==> config.mk <==
export PLATFORM = sky130hd
export DESIGN_NAME = mem_port_arbiter_flat
export DESIGN_NICKNAME = d
export VERILOG_FILES = /design/src/rtl/tiny_pkg.sv /design/src/rtl/mem_port_arbiter_if.sv /design/src/rtl/mem_arb_pick.sv /design/src/rtl/mem_port_arbiter.sv /design/src/flat_wrapper.sv
export SDC_FILE = /design/constraint.sdc
export NUM_CORES = 1
export LEC_CHECK = 0
export ABC_CLOCK_PERIOD_IN_PS = 2750
export BUFFER_PORTS_ARGS = -buffer_cell sky130_fd_sc_hd__buf_4
export CORE_MARGIN = 5
export CORE_UTILIZATION = 32
export DETAILED_ROUTE_END_ITERATION = 6
export SLEW_MARGIN = 20
export SYNTH_ARGS = -nofsm -noshare
export SYNTH_HDL_FRONTEND = slang
export SYNTH_SLANG_ARGS = --single-unit
==> constraint.sdc <==
create_clock -name clk -period 2.75 [get_ports clk]
set_clock_uncertainty 0.05 [all_clocks]
set_input_delay 0.1375 -clock clk [delete_from_list [all_inputs] [get_ports clk]]
set_output_delay 0.1375 -clock clk [all_outputs]
set_load 0.02 [all_outputs]
==> src/rtl/tiny_pkg.sv <==
// Shared types for the memory port arbiter: FSM state encoding and port indices.
package tiny_pkg;

  typedef enum logic [1:0] {
    ARB_IDLE,
    ARB_ADDR,
    ARB_DATA,
    ARB_RESP
  } arb_state_t;

  localparam logic PORT_CPU  = 1'b0;
  localparam logic PORT_HOST = 1'b1;

endpackage

==> src/rtl/mem_port_arbiter_if.sv <==
// Requester and memory-pin bundle for the two-port memory arbiter.
interface mem_port_arbiter_if #(
  parameter int WIDTH = 16
);

  logic             req0;
  logic             we0;
  logic             lock0;
  logic [WIDTH-1:0] addr0;
  logic [WIDTH-1:0] wdata0;
  logic             ack0;

  logic             req1;
  logic             we1;
  logic             lock1;
  logic [WIDTH-1:0] addr1;
  logic [WIDTH-1:0] wdata1;
  logic             ack1;

  logic [WIDTH-1:0] rdata;
  logic [1:0]       grant;

  logic             mem_mi;
  logic             mem_ri;
  logic [WIDTH-1:0] mem_wbus;
  logic [WIDTH-1:0] mem_rbus;

  modport slave (
    input  req0, we0, lock0, addr0, wdata0,
    input  req1, we1, lock1, addr1, wdata1,
    input  mem_rbus,
    output ack0, ack1, rdata, grant, mem_mi, mem_ri, mem_wbus
  );

  modport master (
    output req0, we0, lock0, addr0, wdata0,
    output req1, we1, lock1, addr1, wdata1,
    output mem_rbus,
    input  ack0, ack1, rdata, grant, mem_mi, mem_ri, mem_wbus
  );

endinterface

==> src/rtl/mem_arb_pick.sv <==
// Combinational owner selection: bounded lock re-grant first, then round-robin.
module mem_arb_pick
  import tiny_pkg::*;
#(
  parameter int MAX_HOLD = 4,
  parameter int HOLD_W   = 3
) (
  input  logic [1:0]        req,
  input  logic              lock,
  input  logic              owner,
  input  logic              last,
  input  logic [HOLD_W-1:0] hold_cnt,
  output logic              next_owner,
  output logic              valid,
  output logic              locked
);

  localparam logic [HOLD_W-1:0] HOLD_LIMIT = HOLD_W'(MAX_HOLD);

  always_comb begin
    valid      = |req;
    locked     = 1'b0;
    next_owner = last;
    if (lock && req[owner] && (hold_cnt < HOLD_LIMIT)) begin
      locked     = 1'b1;
      next_owner = owner;
    end else if (req == 2'b11) begin
      next_owner = ~last;
    end else begin
      next_owner = req[PORT_HOST];
    end
  end

endmodule

==> src/rtl/mem_port_arbiter.sv <==
// Two-requester arbiter sequencing the memory's MI (address) then RI/read (data) protocol.
module mem_port_arbiter
  import tiny_pkg::*;
#(
  parameter  int WIDTH    = 16,
  parameter  int MAX_HOLD = 4,
  localparam int HOLD_W   = $clog2(MAX_HOLD + 1)
) (
  input  logic            clk,
  input  logic            reset,
  mem_port_arbiter_if.slave bus
);

  arb_state_t        state_reg, state_next;
  logic              owner_reg;
  logic              last_reg;
  logic [HOLD_W-1:0] hold_cnt_reg;
  logic              cap_we_reg;
  logic [WIDTH-1:0]  cap_addr_reg;
  logic [WIDTH-1:0]  cap_wdata_reg;
  logic [WIDTH-1:0]  rdata_reg;

  logic        in_pick;
  logic        lock_owner;
  logic        pick_owner;
  logic        pick_valid;
  logic        pick_locked;
  logic        take;

  // Locking only means something at the end of an owned transaction.
  assign in_pick    = (state_reg == ARB_IDLE) || (state_reg == ARB_RESP);
  assign lock_owner = (state_reg == ARB_RESP) && (owner_reg ? bus.lock1 : bus.lock0);
  assign take       = in_pick && pick_valid;

  mem_arb_pick #(
    .MAX_HOLD (MAX_HOLD),
    .HOLD_W   (HOLD_W)
  ) u_pick (
    .req        ({bus.req1, bus.req0}),
    .lock       (lock_owner),
    .owner      (owner_reg),
    .last       (last_reg),
    .hold_cnt   (hold_cnt_reg),
    .next_owner (pick_owner),
    .valid      (pick_valid),
    .locked     (pick_locked)
  );

  always_ff @(posedge clk or negedge reset) begin
    if (!reset) begin
      state_reg     <= ARB_IDLE;
      owner_reg     <= PORT_CPU;
      last_reg      <= PORT_HOST;
      hold_cnt_reg  <= '0;
      cap_we_reg    <= 1'b0;
      cap_addr_reg  <= '0;
      cap_wdata_reg <= '0;
      rdata_reg     <= '0;
    end else begin
      state_reg <= state_next;
      if (in_pick) begin
        hold_cnt_reg <= pick_locked ? hold_cnt_reg + 1'b1 : '0;
      end
      if (take) begin
        owner_reg     <= pick_owner;
        last_reg      <= pick_owner;
        cap_we_reg    <= pick_owner ? bus.we1    : bus.we0;
        cap_addr_reg  <= pick_owner ? bus.addr1  : bus.addr0;
        cap_wdata_reg <= pick_owner ? bus.wdata1 : bus.wdata0;
      end
      if ((state_reg == ARB_DATA) && !cap_we_reg) begin
        rdata_reg <= bus.mem_rbus;
      end
    end
  end

  always_comb begin
    state_next = state_reg;
    case (state_reg)
      ARB_IDLE: if (pick_valid) state_next = ARB_ADDR;
      ARB_ADDR: state_next = ARB_DATA;
      ARB_DATA: state_next = ARB_RESP;
      ARB_RESP: state_next = pick_valid ? ARB_ADDR : ARB_IDLE;
      default:  state_next = ARB_IDLE;
    endcase
  end

  logic [1:0]       grant_c;
  logic             mi_c, ri_c, ack0_c, ack1_c;
  logic [WIDTH-1:0] wbus_c;

  always_comb begin
    grant_c = 2'b00;
    mi_c    = 1'b0;
    ri_c    = 1'b0;
    ack0_c  = 1'b0;
    ack1_c  = 1'b0;
    wbus_c  = '0;
    case (state_reg)
      ARB_ADDR: begin
        grant_c = {owner_reg, ~owner_reg};
        mi_c    = 1'b1;
        wbus_c  = cap_addr_reg;
      end
      ARB_DATA: begin
        grant_c = {owner_reg, ~owner_reg};
        ri_c    = cap_we_reg;
        wbus_c  = cap_we_reg ? cap_wdata_reg : cap_addr_reg;
      end
      ARB_RESP: begin
        grant_c = {owner_reg, ~owner_reg};
        ack0_c  = ~owner_reg;
        ack1_c  = owner_reg;
      end
      default: ;
    endcase
  end

  assign bus.grant    = grant_c;
  assign bus.mem_mi   = mi_c;
  assign bus.mem_ri   = ri_c;
  assign bus.mem_wbus = wbus_c;
  assign bus.ack0     = ack0_c;
  assign bus.ack1     = ack1_c;
  assign bus.rdata    = rdata_reg;

endmodule

==> src/flat_wrapper.sv <==
// flat-port wrapper written by rule: the top's interface ports become plain ports
module mem_port_arbiter_flat import tiny_pkg::*;
#(
  parameter  int WIDTH    = 16,
  parameter  int MAX_HOLD = 4,
  localparam int HOLD_W   = $clog2(MAX_HOLD + 1)
)
  (clk, reset, bus_req0, bus_we0, bus_lock0, bus_addr0, bus_wdata0, bus_req1, bus_we1, bus_lock1, bus_addr1, bus_wdata1, bus_mem_rbus, bus_ack0, bus_ack1, bus_rdata, bus_grant, bus_mem_mi, bus_mem_ri, bus_mem_wbus);
  mem_port_arbiter_if #(.WIDTH(WIDTH)) bus_i ();
  input  logic clk;
  input  logic reset;
  input wire logic [$bits(bus_i.req0)-1:0] bus_req0;
  input wire logic [$bits(bus_i.we0)-1:0] bus_we0;
  input wire logic [$bits(bus_i.lock0)-1:0] bus_lock0;
  input wire logic [$bits(bus_i.addr0)-1:0] bus_addr0;
  input wire logic [$bits(bus_i.wdata0)-1:0] bus_wdata0;
  input wire logic [$bits(bus_i.req1)-1:0] bus_req1;
  input wire logic [$bits(bus_i.we1)-1:0] bus_we1;
  input wire logic [$bits(bus_i.lock1)-1:0] bus_lock1;
  input wire logic [$bits(bus_i.addr1)-1:0] bus_addr1;
  input wire logic [$bits(bus_i.wdata1)-1:0] bus_wdata1;
  input wire logic [$bits(bus_i.mem_rbus)-1:0] bus_mem_rbus;
  output wire logic [$bits(bus_i.ack0)-1:0] bus_ack0;
  output wire logic [$bits(bus_i.ack1)-1:0] bus_ack1;
  output wire logic [$bits(bus_i.rdata)-1:0] bus_rdata;
  output wire logic [$bits(bus_i.grant)-1:0] bus_grant;
  output wire logic [$bits(bus_i.mem_mi)-1:0] bus_mem_mi;
  output wire logic [$bits(bus_i.mem_ri)-1:0] bus_mem_ri;
  output wire logic [$bits(bus_i.mem_wbus)-1:0] bus_mem_wbus;
  assign bus_i.req0 = bus_req0;
  assign bus_i.we0 = bus_we0;
  assign bus_i.lock0 = bus_lock0;
  assign bus_i.addr0 = bus_addr0;
  assign bus_i.wdata0 = bus_wdata0;
  assign bus_i.req1 = bus_req1;
  assign bus_i.we1 = bus_we1;
  assign bus_i.lock1 = bus_lock1;
  assign bus_i.addr1 = bus_addr1;
  assign bus_i.wdata1 = bus_wdata1;
  assign bus_i.mem_rbus = bus_mem_rbus;
  assign bus_ack0 = bus_i.ack0;
  assign bus_ack1 = bus_i.ack1;
  assign bus_rdata = bus_i.rdata;
  assign bus_grant = bus_i.grant;
  assign bus_mem_mi = bus_i.mem_mi;
  assign bus_mem_ri = bus_i.mem_ri;
  assign bus_mem_wbus = bus_i.mem_wbus;
  mem_port_arbiter #(.WIDTH(WIDTH), .MAX_HOLD(MAX_HOLD)) u_core (.clk(clk), .reset(reset), .bus(bus_i));
endmodule
==> flow_metrics.py, run 1 <==
metrics = {
    "final_layout": {
        "drive_gt1_frac": 0.444,
        "areaGrowthSynthToFinish_pct": 46.0,
        "mostFrequentLayoutCell": "buf_4",
        "diodes": 0,
        "utilization": 0.473,
        "nets": 460,
        "final_cell_mix": "buf_4, dfrtp_1, nand2b_1, o221a_1, nor2b_1",
    },
    "global_route": {
        "grt.overflow.total": 0,
        "antenna_found_initial": 0,
        "grt_pass1_vias": 2420,
        "grt_max_degree": 57,
        "grt_pass1_wl_um": 11900,
        "grt_usage": 0.142,
    },
    "setup_path": {
        "crit_chain": "inv_1, ha_1, and2_1, buf_4, a22oi_1, nor2b_1, buf_4",
        "start_kind": "register",
        "crit_type": "reg -> out",
        "cp_data_required_time_ns": 2.56,
        "end_kind": "output port",
        "path_max_fanout": 10,
        "crit_buf_inv": 3,
        "cp_slowest_stage_delay_ns": 0.45,
        "cpMostUsedCell": "buf_4",
        "crit_arrival_ns": 2.16,
        "critical-path-top-delay-family": "simple AND/OR/NAND/NOR gates",
        "crit_path_top_delay_cell": "dfrtp_1",
    },
    "synth": {
        "synth-seq-area-share": 0.504,
        "synth_area_leader_cell": "dfrtp_1",
        "ys_ff_latch": 56,
        "synthCells": 231,
        "synth_cell_types": 28,
        "yosysWarnings": 0,
        "yosys.area.top_type_share": 0.495,
        "syn_nets": 325,
        "syn_avg_cell_area_um2": 12.0,
        "syn_area_mm2": 0.00278,
        "ys_top_cells_by_area": "dfrtp_1, o221a_1, nand2b_1, mux2_2, a22oi_1",
    },
    "floorplan": {
        "io_pins": 126,
        "start_util": 0.324,
        "die_y_um": 103,
        "die_area_mm2": 0.0107,
        "die_x_um": 103,
        "core_area_mm2": 0.00859,
        "fp-row-count": 34,
    },
    "run_status": {
        "status": "complete, no violations",
    },
    "routing": {
        "ant_nets": 0,
        "wl_per_cell_um": 16.3,
        "vias": 2305,
        "vias_per_cell": 4.85,
        "first_iter_violations": 63,
        "drc": 0,
        "drt_wl_total_um": 7770,
        "firstDrtPassIters": 4,
    },
    "pwr": {
        "irDropWorstVdd_mv": 0.530,
        "p_leak_uw": 0.00184,
        "finalPower_uw": 4950,
        "power.density_mw_per_mm2": 1220,
    },
    "clock_tree": {
        "cts_tree": "yes",
        "clkTransAtPathRegs_ns": 0.09,
        "ctsLongestPathBuffers": 2,
        "cts-resized-gates": 0,
        "cts_buffers": 5,
        "clk_latency_ns": 0.30,
        "htree_levels": 2,
        "cts_sinks": 56,
        "root_buffer": "clkbuf_8",
    },
    "timing": {
        "relSlewSlack": 0.512,
        "rsz0062_at_grt": "no",
        "finalWorstSetupSlack_ns": 0.403,
        "clock.fmax_ghz": 0.426,
        "setup_viol": 0,
        "tns_ns": 0,
        "finalHoldViolCount": 0,
        "finalMaxSlewViolations": 0,
        "period_share": 0.854,
        "holdWs_ns": 0.0192,
        "min_period_ns": 2.35,
        "worst_pin_slew_ns": 0.732,
    },
    "flow_run": {
        "drv_cap": 0,
    },
    "placement": {
        "place.gp.congestion": 0.741,
        "post-place-ws_ns": 0.536,
        "dpl.hpwl_um": 5560,
        "port_buffers": 125,
    },
    "min_path": {
        "worstHoldPathType": "in -> reg",
    },
}
[worst paths after layout]
path | cells past startpoint | startpoint | end | slack [ns]
worst max-delay path | 7 | u_core.state_reg[0] | bus_mem_wbus[5] | 0.40
worst min-delay path | 2 | bus_mem_rbus[3] | u_core.bus.rdata[3] | 0.02
worst max register to register | 6 | u_core.state_reg[0] | u_core.cap_addr_reg[1] | 0.54
worst min register to register | 2 | u_core.last_reg | u_core.last_reg | 0.46
max in group asynchronous | 2 | reset | u_core.hold_cnt_reg[2] | 1.78
min in group asynchronous | 2 | reset | u_core.bus.rdata[15] | 0.37
[cells by family after synthesis]
logic type               after synthesis  share of synthesized area
AO/OA/AOI/OAI                         61                      0.205
adder cells (fa/ha/maj)                6                     0.0270
AND/OR/NAND/NOR                       68                      0.151
flip-flops                            56                      0.504
multiplexers                          17                     0.0688
buffers and inverters                 23                     0.0436
[final cells by class]
type	instances	area (um^2)
tap	108	135
multi-input combinational	152	1260
timing repair buffer	146	1140
fill	801	4530
clock inverter	2	35.0
inverter	5	18.8
clock buffer	6	72.6
sequential	56	1400
[timing repair]
action                                 CTS  global route
buffers inserted                         0             0
hold buffers                            15             1
endpoints found under the hold margin   69             1
[cell usage after synthesis]
master    count
o221a_2       5
dfstp_2       1
o221a_1      28
ha_1          6
or2_2         2
nor2_1        4
nand3_1       1
nand2b_1     33
and2b_1       2
a22o_1        2
o21ai_1       1
and2_1        2
buf_2         4
nor2b_1      18
mux2_2       17
dfrtp_1      55
a211o_1       2
a31oi_1       1
nor4bb_1      1
and4bb_1      1
nand3b_1      1
o22a_1        1
clkbuf_1     10
inv_1         5
nand2_1       3
o21ai_0       5
a22oi_1      16
buf_6         4
[routing by layer]
metal	routed length, um	track usage	up-vias
li1	-	-	1124
met1	3430	0.190	1073
met2	3540	0.238	103
met3	733	0.0295	5
met4	67	0.0299	0
met5	0	0	-
[power breakdown]
part | switching, uW | internal [uW]
logic | 1520 | 1440
clock network | 262 | 271
registers | 218 | 1240
[through the flow]
step                      cell area, um^2  instances
final                                4060        475
after global routing                 4060        475
after CTS                            4050        474
after detailed placement             3790        451
after global placement               3790        451
after floorplan                      2780        231
Note: power is estimated with default switching activity, not from simulation.
==> inputs of run 2 (changes only) <==
--- a/config.mk
+++ b/config.mk
@@ -7,7 +7,8 @@
 export LEC_CHECK = 0
 export ABC_CLOCK_PERIOD_IN_PS = 2750
 export BUFFER_PORTS_ARGS = -buffer_cell sky130_fd_sc_hd__buf_4
-export CORE_MARGIN = 5
+export CORE_ASPECT_RATIO = 1.2
+export CORE_MARGIN = 2
 export CORE_UTILIZATION = 32
 export DETAILED_ROUTE_END_ITERATION = 6
 export SLEW_MARGIN = 20
==> flow_metrics.py, run 2 (same netlist as run 1, synthesis figures left out) <==
metrics = {
    "run_status": {
        "status": "complete, no violations",
    },
    "floorplan": {
        "die_x_um": 89.1,
        "fp-row-count": 37,
        "core_area_mm2": 0.00852,
        "start_util": 0.327,
        "die_y_um": 106,
        "io_pins": 126,
        "die_area_mm2": 0.00946,
    },
    "routing": {
        "first_iter_violations": 163,
        "wl_per_cell_um": 15.8,
        "vias": 2298,
        "drc": 0,
        "drt_wl_total_um": 7520,
        "firstDrtPassIters": 4,
        "vias_per_cell": 4.84,
        "ant_nets": 0,
    },
    "global_route": {
        "grt_pass1_wl_um": 11300,
        "antenna_found_initial": 0,
        "grt_max_degree": 57,
        "grt_usage": 0.155,
        "grt_pass1_vias": 2323,
        "grt.overflow.total": 0,
    },
    "clock_tree": {
        "root_buffer": "clkbuf_8",
        "ctsLongestPathBuffers": 2,
        "cts_tree": "yes",
        "clk_latency_ns": 0.30,
        "cts_buffers": 5,
        "cts_setup_buffers": 0,
        "htree_levels": 2,
        "cts_sinks": 56,
        "clkTransAtPathRegs_ns": 0.09,
    },
    "setup_path": {
        "critical_path.endpoint": "bus_mem_wbus[9]",
        "crit_arrival_ns": 2.20,
        "crit_start": "u_core.state_reg[0]",
        "r2r-start": "u_core.state_reg[0]",
        "crit_path_top_delay_cell": "and2_1",
        "r2r_end": "u_core.cap_addr_reg[4]",
        "cp_slowest_stage_delay_ns": 0.60,
        "end_kind": "output port",
        "reg2reg_depth": 6,
        "crit_type": "reg -> out",
        "crit_chain": "inv_1, ha_1, and2_1, a22oi_1, nor2b_1, buf_4",
        "cp_data_required_time_ns": 2.56,
        "r2r_slack_ns": 0.52,
        "path_max_fanout": 17,
        "start_kind": "register",
    },
    "final_layout": {
        "fillerInstances": 868,
        "diodes": 0,
        "mostFrequentLayoutCell": "buf_4",
        "final_cell_mix": "buf_4, dfrtp_1, nand2b_1, o221a_1, nor2b_1",
        "areaGrowthSynthToFinish_pct": 42.7,
        "drive_gt1_frac": 0.455,
        "nets": 451,
    },
    "pwr": {
        "irDropWorstVdd_mv": 0.597,
        "p_leak_uw": 0.00179,
        "power.density_mw_per_mm2": 1220,
    },
    "timing": {
        "finalHoldViolCount": 0,
        "min_period_ns": 2.38,
        "finalWorstSetupSlack_ns": 0.366,
        "rsz0062_at_grt": "no",
        "worst_pin_slew_ns": 0.738,
        "finalMaxSlewViolations": 0,
        "clock.fmax_ghz": 0.419,
        "setup_viol": 0,
        "relSlewSlack": 0.508,
        "period_share": 0.867,
        "tns_ns": 0,
    },
    "placement": {
        "dpl.hpwl_um": 5260,
        "place.gp.congestion": 0.761,
        "port_buffers": 125,
        "post-place-ws_ns": 0.546,
    },
    "flow_run": {
        "drv_cap": 0,
    },
    "min_path": {
        "worstHoldPathType": "in -> reg",
    },
}
-- run 2: cell count changes in the layout (fill, tap and decap cells not counted) --
cell / before / now
dlygate4sd3_1: 16 / 7
bufinv_16: 1 / 0
clkbuf_8: 5 / 6
clkinv_2: 1 / 0
clkinvlp_4: 0 / 1
-- run 2: layout make-up --
cell class | count | area (um^2) | area share
flip-flops and latches | 56 | 1400 | 0.353
multi-input cells | 152 | 1260 | 0.318
repair buffers | 137 | 1050 | 0.263
well taps | 117 | 146 | 0.0369
clock buffers | 7 | 86.3 | 0.0217
inverters | 5 | 18.8 | 0.00473
clock inverters | 1 | 7.51 | 0.00189
-- run 2: repair_timing --
item	in CTS	in global routing
hold endpoints to repair	59	2
gates resized for setup	0	0
endpoints found under the setup margin	0	0
hold buffers	5	2
-- run 2: power breakdown --
part           total [uW]  switching [uW]  internal [uW]  leakage (uW)
logic                2940            1510           1430       0.00110
registers            1460             216           1240      0.000639
clock network         460             255            205     0.0000445
-- run 2: critical path, delay by kind of cell (launching register included) --
| family | cells | cell delay, ns |
|---|---|---|
| AO/OA/AOI/OAI | 1 | 0.14 |
| adder cells (fa/ha/maj) | 1 | 0.16 |
| buffers and inverters | 2 | 0.31 |
| flip-flops | 1 | 0.45 |
| AND/OR/NAND/NOR | 2 | 0.82 |
-- run 2: worst min-delay path by stage --
stage | end | cells after the start | from | slack [ns]
final | u_core.bus.rdata[6] | 2 | bus_mem_rbus[6] | 0.01
after global routing | u_core.bus.rdata[3] | 2 | bus_mem_rbus[3] | 0.002
after CTS | u_core.bus.rdata[6] | 2 | bus_mem_rbus[6] | 0.0004
after detailed placement | u_core.bus.rdata[5] | 1 | reset | 0.19
after global placement | u_core.bus.rdata[5] | 1 | reset | 0.19
after floorplan | u_core.bus.rdata[0] | 0 | reset | -0.21
-- run 2: through the flow --
stage	cell area (um^2)	hold WS (ns)	cells	utilization	power, uW
after floorplan	2780	-0.208	231	-	3450
after global placement	3810	0.187	460	0.447	4370
after detailed placement	3810	0.189	460	0.447	4420
after CTS	3950	0.000394	473	0.464	4900
after global routing	3970	0.00167	475	0.466	5240
final	3970	0.0110	475	0.466	4860
-- run 2: metal layers --
| layer | track usage | part of all wire |
|---|---|---|
| met3 | 0.0342 | 0.062 |
| met1 | 0.193 | 0.40 |
| met5 | 0 | 0 |
| met4 | 0.0416 | 0.011 |
| met2 | 0.266 | 0.52 |
